<file path="src/rtl/perceptron_accumulate_controller.sv">
// Perceptron pre-activation accumulator: bias + N_TERMS sign-magnitude Q16.15 terms,
// summed through one shared sign-magnitude adder with saturation and -0 normalisation.
module perceptron_accumulate_controller #(
  parameter int SIGN    = 1,
  parameter int Q_M     = 16,
  parameter int Q_N     = 15,
  parameter int N_TERMS = 4,
  localparam int W      = SIGN + Q_M + Q_N
) (
  input  logic         clk,
  input  logic         rst,
  input  logic         start,
  input  logic [W-1:0] bias_in,
  input  logic         term_valid,
  output logic         term_ready,
  input  logic [W-1:0] term_data,
  output logic         sum_valid,
  input  logic         sum_ready,
  output logic [W-1:0] sum_out,
  output logic         overflow,
  output logic         busy
);

  localparam int CW = $clog2(N_TERMS + 1);

  // Handshakes: a term transfers on a rising edge where term_valid && term_ready;
  // the result transfers on a rising edge where sum_valid && sum_ready.
  typedef enum logic [1:0] {IDLE, ACCUM, DONE} state_t;

  state_t        state, state_next;
  logic [W-1:0]  acc;
  logic [CW-1:0] count;
  logic [W:0]    add_res;
  logic          mag_carry;
  logic [W-1:0]  acc_next;
  logic          term_fire;
  logic          last_term;

  // Shared sign-magnitude adder. Bit W is the carry out of the W-bit magnitude sum,
  // only meaningful when operand signs match (opposite signs cannot overflow).
  function automatic logic [W:0] add_sm(input logic [W-1:0] a, input logic [W-1:0] b);
    logic [W-2:0] am, bm;
    logic [W-1:0] m_sum;
    am    = a[W-2:0];
    bm    = b[W-2:0];
    m_sum = {1'b0, am} + {1'b0, bm};
    if (a[W-1] == b[W-1])
      add_sm = {m_sum[W-1], a[W-1], m_sum[W-2:0]};
    else if (am >= bm)
      add_sm = {1'b0, a[W-1], am - bm};
    else
      add_sm = {1'b0, b[W-1], bm - am};
  endfunction

  function automatic logic [W-1:0] norm_zero(input logic [W-1:0] x);
    norm_zero = (x[W-2:0] == '0) ? '0 : x;
  endfunction

  assign add_res   = add_sm(acc, term_data);
  assign mag_carry = add_res[W];
  assign acc_next  = mag_carry ? {acc[W-1], {(W-1){1'b1}}} : norm_zero(add_res[W-1:0]);
  assign term_fire = term_valid && term_ready;
  assign last_term = (count == CW'(N_TERMS - 1));

  always_ff @(posedge clk) begin
    if (rst) begin
      state    <= IDLE;
      acc      <= '0;
      count    <= '0;
      overflow <= 1'b0;
    end else begin
      state <= state_next;
      if (state == IDLE && start) begin
        acc      <= norm_zero(bias_in);
        count    <= '0;
        overflow <= 1'b0;
      end else if (term_fire) begin
        acc   <= acc_next;
        count <= count + CW'(1);
        if (mag_carry) overflow <= 1'b1;
      end
    end
  end

  always_comb begin
    state_next = state;
    term_ready = 1'b0;
    sum_valid  = 1'b0;
    sum_out    = '0;
    busy       = 1'b1;
    unique case (state)
      IDLE: begin
        busy = 1'b0;
        if (start) state_next = ACCUM;
      end
      ACCUM: begin
        term_ready = 1'b1;
        if (term_valid && last_term) state_next = DONE;
      end
      DONE: begin
        sum_valid = 1'b1;
        sum_out   = acc;
        if (sum_ready) state_next = IDLE;
      end
      default: state_next = IDLE;
    endcase
  end

endmodule

</file>
<file path="config.mk">
export PLATFORM = sky130hd
export DESIGN_NAME = perceptron_accumulate_controller
export DESIGN_NICKNAME = d
export VERILOG_FILES = /design/src/rtl/perceptron_accumulate_controller.sv
export SDC_FILE = /design/constraint.sdc
export NUM_CORES = 1
export LEC_CHECK = 0
export CELL_PAD_IN_SITES_DETAIL_PLACEMENT = 1
export CELL_PAD_IN_SITES_GLOBAL_PLACEMENT = 1
export CORE_MARGIN = 1
export CORE_UTILIZATION = 37
export CTS_CLUSTER_DIAMETER = 80
export DETAILED_ROUTE_END_ITERATION = 7
export PLACE_DENSITY = 0.92
export SLEW_MARGIN = 20
export SYNTH_ARGS = -nofsm -noshare
export SYNTH_HDL_FRONTEND = slang
export SYNTH_SLANG_ARGS = --single-unit
</file>
<file path="constraint.sdc">
create_clock -name clk -period 4.5 [get_ports clk]
set_clock_uncertainty 0.05 [all_clocks]
set_input_delay 0.9 -clock clk [delete_from_list [all_inputs] [get_ports clk]]
set_output_delay 0.9 -clock clk [all_outputs]
set_load 0.03 [all_outputs]
</file>
==> results by group, run 1 <==
Status
  • Status: stopped before the end
  • Stage reached: global routing
  • Error msg: [ERROR GRT-0116] Global routing finished with congestion. Check the congestion regions in the DRC Viewer.

Synth
  • Yosys top cell by area: ha_1
  • Seq/Total Area, Yosys: 0.106
  • Synthesized area: slightly above 7000 µm²
  • FF+latch count, synth: 38
  • Share of the synthesized area in the top cell type: 0.165
  • Post-synth top flop: dfxtp_1
  • Share of flip-flops with an asynchronous set or reset: 0
  • Warnings, synthesis: 0
  • Synth unique cells: 78
  • Synthesized net count: around 1.2k
  • EDFF count, synth: 0
  • Synth area leaders: ha_1, dfxtp_1, a21oi_1
  • Mapped Cells: roughly 1.0k
  • Syn_area_per_cell: around 6.9 µm²

Floorplanning
  • FP Rows: 50
  • Initial Utilization: 0.380
  • I/O pin count: approximately 110
  • Die Span Y: 141 µm
  • Die width: 141 µm

Global routing
  • All-Layer GR Usage: 0.732
  • Vias in the first global route: between 10k and 15k
  • Pin count of the biggest net entering global routing: 34
  • Remaining Overflow, GRT: between 60 and 70
  • First-pass GRT wire length: approximately 110000 µm

CTS
  • H-tree Lvls: 2
  • Clock buffer depth: 2
  • CTS sink cnt: 38
  • CTS buffer count: 5
  • CTS Root Cell: clkbuf_16

Placement
  • I/O Buffers: 104
  • Inst Count DP: 1668
  • Final RePlAce weighted congestion: between 1 and 1.5
  • DP Wirelength: around 36000 µm
  • Area after DPL: roughly 11000 µm²
## cells in the mapped netlist (all sizes together), types with 16 or more instances
cell type	number
inv	95
dfxtp	38
nor3	55
nor4	17
nor2	115
o211ai	16
a21oi	101
xnor2	22
nand2	58
a21o	26
and2	37
ha	95
a221oi	26
nand4	16
clkbuf	42
o21ai	55
buf	16
## kinds of logic after synthesis
| kind of cell | after synthesis | share of synthesized area |
|---|---|---|
| fa+ha+maj | 98 | 0.174 |
| compound gates | 335 | 0.313 |
| simple gates | 372 | 0.260 |
| xor+xnor | 28 | 0.0341 |
| mux | 19 | 0.0280 |
| flops | 38 | 0.106 |
| buf+inv | 153 | 0.0852 |
## layer usage
layer	global-route usage	overflow
met5	0.233	0
met4	0.729	36
met3	0.596	3
met2	0.901	24
met1	0.724	0
## through the flow
step | setup WS, ns | util
3_5_place_dp | -1.23 | 0.573
4_1_cts | -0.317 | 0.650
3_3_place_gp | -0.891 | 0.573
2_1_floorplan | -0.0238 | -
## what timing repair did
| action | 4_1_cts |
|---|---|
| endpoints found under the setup margin | 33 |
| buffers inserted | 49 |
| pin swaps | 75 |
| hold buffers | 0 |
| resized for setup | 291 |
==> run 2, diff against run 1 <==
CELL_PAD_IN_SITES_DETAIL_PLACEMENT = not set   (was 1)
CELL_PAD_IN_SITES_GLOBAL_PLACEMENT = not set   (was 1)
CORE_UTILIZATION = 25   (was 37)
CTS_CLUSTER_DIAMETER = not set   (was 80)
PLACE_DENSITY = not set   (was 0.92)
PLACE_DENSITY_LB_ADDON = 0.15   (was not set)
clock period = 5.9 ns   (was 4.5 ns; I/O delays follow)
==> results by group, run 2 <==
CTS
  • CTS Root Cell: clkbuf_16
  • Hold-fix buffer count after cts: 0 (unchanged)
  • Clock buffer depth: 2 (unchanged)
  • CTS tree: built
  • H-tree Lvls: 2 (unchanged)
  • CTS buffer count: 5 (unchanged)
  • Clk slew on worst S/H paths: around 0.070 ns
  • CTS sink cnt: 38 (unchanged)
  • Post-CTS Setup Inserts: 0 (-100%)
  • CTS resizes: 0 (-100%)
  • Clock Latency Late Sink: 0.30 ns

STA
  • Count of final hold-check violations: 0
  • RSZ-0062 raised after global routing: no
  • Final setup viols: 0
  • Fin crit share: 0.958
  • Max_slew headroom: 0.287
  • Period minus WS final: 5.65 ns
  • Fmax: between 150 and 200 MHz
  • Pins over their slew limit: 0
  • Slew at the pin closest to its max-slew limit: 1.06 ns

Layout
  • Layout Cells excl Fill: ~1.6k
  • Top Registers: acc x32, count x3, state x2
  • Max reg flops: 32
  • Most frequent cells in the layout: buf_4, nor2_1, clkdlybuf4s50_1
  • Commonest non-fill, non-tap cell in the layout: buf_4
  • N_diodes: 0
  • Register area: 761 µm²
  • Final core area utilization: 0.343
  • Nets: around 1.4k
  • Layout area overhead: 33.7%
  • Most flop-heavy register: acc
  • Share of layout cells above drive strength 1: 0.140
  • Area of the multi-input gates: just under 6000 µm²
  • FILL cells: 3114

Synth
  • Syn_area_per_cell: 6.89 µm² (unchanged)
  • FF+latch count, synth: 38 (unchanged)
  • Share of flip-flops with an asynchronous set or reset: 0 (unchanged)
  • Post-synth top flop: dfxtp_1
  • Warnings, synthesis: 0 (unchanged)
  • Synth unique cells: 78 (unchanged)
  • Synthesized net count: 1210 (unchanged)
  • Share of the synthesized area in the top cell type: 0.165 (unchanged)
  • Yosys top cell by area: ha_1
  • Mapped Cells: 1043 (unchanged)
  • Synth area leaders: ha_1, dfxtp_1, a21oi_1
  • Seq/Total Area, Yosys: 0.106 (unchanged)
  • Post-synth top cells: nor2_1, a21oi_1, ha_1, inv_1, nand2_1
  • Most common cell in the netlist: nor2_1
  • EDFF count, synth: 0 (unchanged)
  • Synthesized area: 7180 µm² (unchanged)

Pwr
  • Flop pwr share: 0.152
  • Leakage: approximately 4.2 nW
  • Clock share of power: 0.134
  • P_int: roughly 0.0011 W
  • Net switching power: 0.00114 W
  • Power per cell area: approximately 240 nW/µm²
  • Max IR drop VDD: between 0.0001 and 0.00015 V
  • Net Sw Frac: 0.498
  • Combinational Power Share: 0.714
  • Pwr Total: around 0.0023 W

Hold path
  • Hold Startpoint: overflow$_SDFFE_PP0P_
  • HP Class: flop to flop

Route
  • Vias: 8521
  • DRC: 0
  • DRT Pass-1 Iters: 5
  • Total Wirelength: 33000 µm
  • Routed len/inst: 20.6 µm
  • Antenna viol nets, final: 0
  • Via density: 5.32
  • Initial DRC count: between 700 and 800

Placement
  • DP Wirelength: 27100 µm (-24%)
  • Inst Count DP: 1593 (-4.5%)
  • Final RePlAce weighted congestion: 0.926 (-16%)
  • I/O Buffers: 104 (unchanged)

Setup path
  • R2r endpoint: acc[31]$_SDFFE_PP0P_
  • CP Launch Type: primary input
  • Reg2reg start: acc[18]$_SDFFE_PP0N_
  • CP Capture Type: flop
  • Crit path required time: roughly 6 ns
  • Worst r2r path cells: 14
  • CP Data Arrival Time: a little under 6 ns
  • Worst setup path startpoint: term_data[2]
  • Crit Path Class: primary input to flop
  • Worst R2R Setup Slack: about 1.2 ns
  • Crit-path max FO: 7
  • CP endpoint: acc[31]$_SDFFE_PP0P_

Global routing
  • Remaining Overflow, GRT: 0
  • All-Layer GR Usage: 0.225
  • Vias in the first global route: around 8.4k
  • Pin count of the biggest net entering global routing: 32
  • First-pass GRT wire length: roughly 50000 µm
  • Antenna violations before repair: 2

Floorplanning
  • Initial Utilization: 0.256 (-0.124)
  • Core Area: 28000 µm²
  • FP Rows: 61 (+22%)
  • Die Span Y: 172 µm (+21%)
  • I/O pin count: 105 (unchanged)
  • Die width: 172 µm (+21%)
  • Die area: a little under 30000 µm²

Status
  • Status: complete, no violations

Flow run
  • Number of max-cap violations: 0
[run 2: cell counts after synthesis]
Identical to the previous run, type by type.
[run 2: worst min path at each step]
stage | endpoint | slack (ns) | depth (start not counted)
2_1_floorplan | count[2]$_SDFFE_PP0P_ | 0.44 | 2
3_3_place_gp | overflow$_SDFFE_PP0P_ | 0.45 | 2
3_5_place_dp | overflow$_SDFFE_PP0P_ | 0.44 | 2
4_1_cts | overflow$_SDFFE_PP0P_ | 0.46 | 2
5_1_grt | overflow$_SDFFE_PP0P_ | 0.49 | 2
6_report | overflow$_SDFFE_PP0P_ | 0.46 | 2
[run 2: worst max-delay path, stage by stage]
cell and delay, ns:
clkdlybuf4s50_1 0.48, inv_1 0.05, ha_1 0.39, and3b_1 0.25
o21a_2 0.22, o211ai_2 0.12, a2111o_1 0.48, o211ai_2 0.16
mux2_4 0.35, o31ai_2 0.20, xnor2_1 0.11, or4_1 0.56
or4_1 0.53, nor4_1 0.28, a21oi_1 0.11, mux2_1 0.33
[run 2: power groups by stage]
stage / registers, W / clock network [W] / logic (W)
2_1_floorplan: 0.000328 / 0 / 0.000932
3_3_place_gp: 0.000355 / 0 / 0.00161
3_5_place_dp: 0.000356 / 0 / 0.00160
4_1_cts: 0.000349 / 0.000311 / 0.00161
5_1_grt: 0.000355 / 0.000317 / 0.00176
6_report: 0.000348 / 0.000305 / 0.00163
[run 2: cells by family after synthesis]
| family | Yosys count | synth area share |
|---|---|---|
| adder cells (fa/ha/maj) | 98 | 0.174 |
| AO/OA/AOI/OAI | 335 | 0.313 |
| flip-flops | 38 | 0.106 |
| XOR/XNOR | 28 | 0.0341 |
| AND/OR/NAND/NOR | 372 | 0.260 |
| multiplexers | 19 | 0.0280 |
| buffers and inverters | 153 | 0.0852 |
[run 2: metal layers]
metal,vias to the layer above,global-route usage,share of wire
met1,4029,0.307,0.47
li1,4134,-,-
met4,4,0.0687,0.030
met2,289,0.362,0.44
met3,65,0.0341,0.057
met5,-,0,0.00088
[run 2: layout make-up]
class | count | share of cell area
clock inverters | 2 | 0.00130
repair buffers | 230 | 0.210
clock buffers | 6 | 0.0145
well taps | 378 | 0.0493
inverters | 95 | 0.0371
flip-flops and latches | 38 | 0.0792
multi-input cells | 852 | 0.609
[run 2: stage by stage]
stage | instance area [µm²] | setup TNS [ns] | hold WS [ns] | worst slack [ns]
after floorplan | 7180 | 0 | 0.441 | 0.868
after global placement | 9450 | 0 | 0.447 | 0.0235
after detailed placement | 9450 | -0.0290 | 0.442 | -0.0290
after CTS | 9600 | 0 | 0.461 | 0.270
after global routing | 9600 | 0 | 0.485 | 0.00521
final | 9600 | 0 | 0.457 | 0.250
(Power assumes the default switching activity.)
==> run 3, diff against run 2 <==
CORE_MARGIN = not set   (was 1)
PLACE_DENSITY = 0.55   (was not set)
PLACE_DENSITY_LB_ADDON = not set   (was 0.15)
SKIP_LAST_GASP = 1   (was not set)
==> results by group, run 3 (synthesized netlist as in run 2, its figures left out) <==
Status
  • Status: complete, no violations

STA
  • Max_slew headroom: 0.451 (+0.164)
  • Fin crit share: 0.967 (+0.00885)
  • Setup TNS: 0 ns (unchanged)
  • Fmax: 175 MHz (-0.92%)
  • Pins over their slew limit: 0 (unchanged)
  • Period minus WS final: 5.70 ns (+0.0522 ns)
  • Final setup viols: 0 (unchanged)
  • Count of final hold-check violations: 0 (unchanged)
  • Slew at the pin closest to its max-slew limit: 0.820 ns (-0.245 ns)
  • Final WS setup: 0.197 ns (-0.0522 ns)
  • RSZ-0062 raised after global routing: no

Floorplanning
  • I/O pin count: 105 (unchanged)
  • Initial Utilization: 0.256 (unchanged)
  • Core Area: 28000 µm² (unchanged)
  • FP Rows: 61 (unchanged)
  • Die width: 172 µm (unchanged)
  • Die area: 29400 µm² (unchanged)
  • Die Span Y: 172 µm (unchanged)

Layout
  • Post-route cell area: 9350 µm² (-2.6%)
  • Max reg flops: 32 (unchanged)
  • Top Registers: acc x32, count x3, state x2
  • Nets: 1356 (-2.4%)
  • Share of layout cells above drive strength 1: 0.115 (-0.0247)
  • Most frequent cells in the layout: nor2_1, clkdlybuf4s50_1, a21oi_1
  • Area of the multi-input gates: 5850 µm² (about the same)
  • Most flop-heavy register: acc
  • Register area: 761 µm² (unchanged)
  • Layout area overhead: 30.2%
  • Commonest non-fill, non-tap cell in the layout: nor2_1
  • FILL cells: 3079 (-1.1%)

Pwr
  • Clock share of power: 0.149 (+0.015)
  • Net Sw Frac: 0.496 (-0.00157)
  • Max IR drop VDD: 0.000107 V (-19%)
  • Pwr Total: 0.00223 W (-2.4%)
  • P_int: 0.00112 W (-2.1%)
  • Power per cell area: 238 nW/µm² (+0.19%)
  • Leakage: 4.00 nW (-3.9%)
  • Flop pwr share: 0.156 (+0.004)
  • Net switching power: 0.00110 W (-2.7%)
  • Combinational Power Share: 0.695 (-0.019)

Setup path
  • CP Capture Type: flop
  • Worst setup path startpoint: term_data[10]
  • CP top delay family: simple AND/OR/NAND/NOR gates
  • Crit Path Class: primary input to flop
  • Worst path slowest cell: or4_1
  • CP cell instances: clkdlybuf4s50_1 > inv_1 > ha_1 > nand2_1 > o21a_1 > a2bb2oi_1 > a2111o_1 > o211ai_2 > mux2_4 > o31ai_2 > xnor2_1 > or4_1 > or4_1 > nor4_1 > a21oi_1 > mux2_1
  • R2r endpoint: acc[31]$_SDFFE_PP0P_
  • Crit path required time: 6.04 ns (about the same)
  • Crit-path max FO: 11 (+4)
  • CP Data Arrival Time: 5.84 ns (+0.05 ns)
  • Worst r2r path cells: 15 (+1)
  • Worst R2R Setup Slack: 1.18 ns (-0.03 ns)
  • Worst path buffer plus inverter count: 2 (unchanged)
  • CP Launch Type: primary input
  • Critical Path Max Stage Delay: 0.55 ns (about the same)
  • Most frequent cell on the critical path: or4_1
  • Reg2reg start: acc[17]$_SDFFE_PP0N_

Route
  • Antenna viol nets, final: 0 (unchanged)
  • Total Wirelength: 31400 µm (-5.0%)
  • DRC: 0 (unchanged)
  • Initial DRC count: 693 (-4.1%)
  • Via density: 5.42 (+1.8%)
  • Vias: 8511 (-0.12%)
  • Routed len/inst: 20.0 µm (-3.2%)
  • DRT Pass-1 Iters: 5 (unchanged)

CTS
  • Clock Latency Late Sink: 0.30 ns (about the same)
  • CTS buffer count: 5 (unchanged)
  • Post-CTS Setup Inserts: 0 (unchanged)
  • Clock buffer depth: 2 (unchanged)
  • CTS tree: built
  • Clk slew on worst S/H paths: 0.07 ns (about the same)
  • CTS resizes: 0 (unchanged)
  • CTS sink cnt: 38 (unchanged)
  • H-tree Lvls: 2 (unchanged)
  • Hold-fix buffer count after cts: 0 (unchanged)
  • CTS Root Cell: clkbuf_16

Global routing
  • Vias in the first global route: 8321 (-1.1%)
  • GR met1 Demand/Resource: 0.285 (-0.0223)
  • Pin count of the biggest net entering global routing: 35 (+9.4%)
  • First-pass GRT wire length: 48200 µm (-3.8%)
  • All-Layer GR Usage: 0.215 (-0.0106)
  • GR Util met2: 0.345 (-0.0162)
  • Met3 layer usage reported by global route: 0.0435 (+0.00943)
  • GRT Max-Usage Layer: met2
  • Remaining Overflow, GRT: 0 (unchanged)
  • Antenna violations before repair: 5 (+3)

Placement
  • Final RePlAce weighted congestion: 0.960 (+3.6%)
  • DP Wirelength: 25800 µm (-5.1%)
  • Area after DPL: 9180 µm² (-2.9%)
  • I/O Buffers: 104 (unchanged)
  • Pre-CTS WS: -0.0814 ns (-0.0524 ns)

Hold path
  • HP Class: flop to flop
  • Hold Crit Endpoint: overflow$_SDFFE_PP0P_
  • WHS Path Cells: 2 (unchanged)
  • Hold Startpoint: overflow$_SDFFE_PP0P_

Flow run
  • Number of max-cap violations: 0 (unchanged)
-- run 3: cell count changes in the layout (fill, tap and decap cells not counted), sizes merged --
cell,delta
buf,-33
diode,+3
bufinv,+1
clkbuf,-1
clkinv,-1
clkinvlp,+1
-- run 3: how the worst max path moves through the flow --
stage	slack, ns	to	cells past startpoint
floorplan	0.87	acc[31]$_SDFFE_PP0P_	16
global placement	0.04	acc[31]$_SDFFE_PP0P_	16
detailed placement	-0.08	acc[31]$_SDFFE_PP0P_	16
CTS	0.23	acc[31]$_SDFFE_PP0P_	16
global route	0.04	acc[31]$_SDFFE_PP0P_	16
finish	0.20	acc[31]$_SDFFE_PP0P_	16
-- run 3: per-layer routing --
metal / vias up / part of all wire
met4: 2 / 0.028
met5: - / 0.00041
met1: 3990 / 0.44
li1: 4062 / -
met2: 400 / 0.44
met3: 57 / 0.085
-- run 3: layout make-up --
cell class              count  area share
well taps                 378      0.0506
multi-input cells         852       0.625
clock inverters             3     0.00482
clock buffers               5      0.0134
repair buffers            197       0.186
flip-flops and latches     38      0.0813
diodes                      3    0.000803
inverters                  95      0.0381
-- run 3: worst reg2reg max path: cells and delay by family (launching register included) --
family,cells,cell delay [ns]
AO/OA/AOI/OAI,6,1.15
adder cells (fa/ha/maj),1,0.35
XOR/XNOR,1,0.18
multiplexers,2,0.67
AND/OR/NAND/NOR,4,1.45
flip-flops,1,0.55
buffers and inverters,1,0.19
-- run 3: metrics by stage --
stage | instances | hold slack [ns] | utilization
after global routing | 1568 | 0.521 | 0.334
after CTS | 1568 | 0.484 | 0.334
after global placement | 1560 | 0.453 | 0.328
after detailed placement | 1560 | 0.466 | 0.328
final | 1571 | 0.476 | 0.334
after floorplan | 1043 | 0.441 | -
-- run 3: power by group through the flow --
stage                     Clock [W]  Sequential, W  Combinational, W
after floorplan                   0       0.000328          0.000932
after global placement            0       0.000353           0.00151
after detailed placement          0       0.000355           0.00150
after CTS                  0.000338       0.000349           0.00151
after global routing       0.000347       0.000355           0.00167
final                      0.000333       0.000347           0.00155
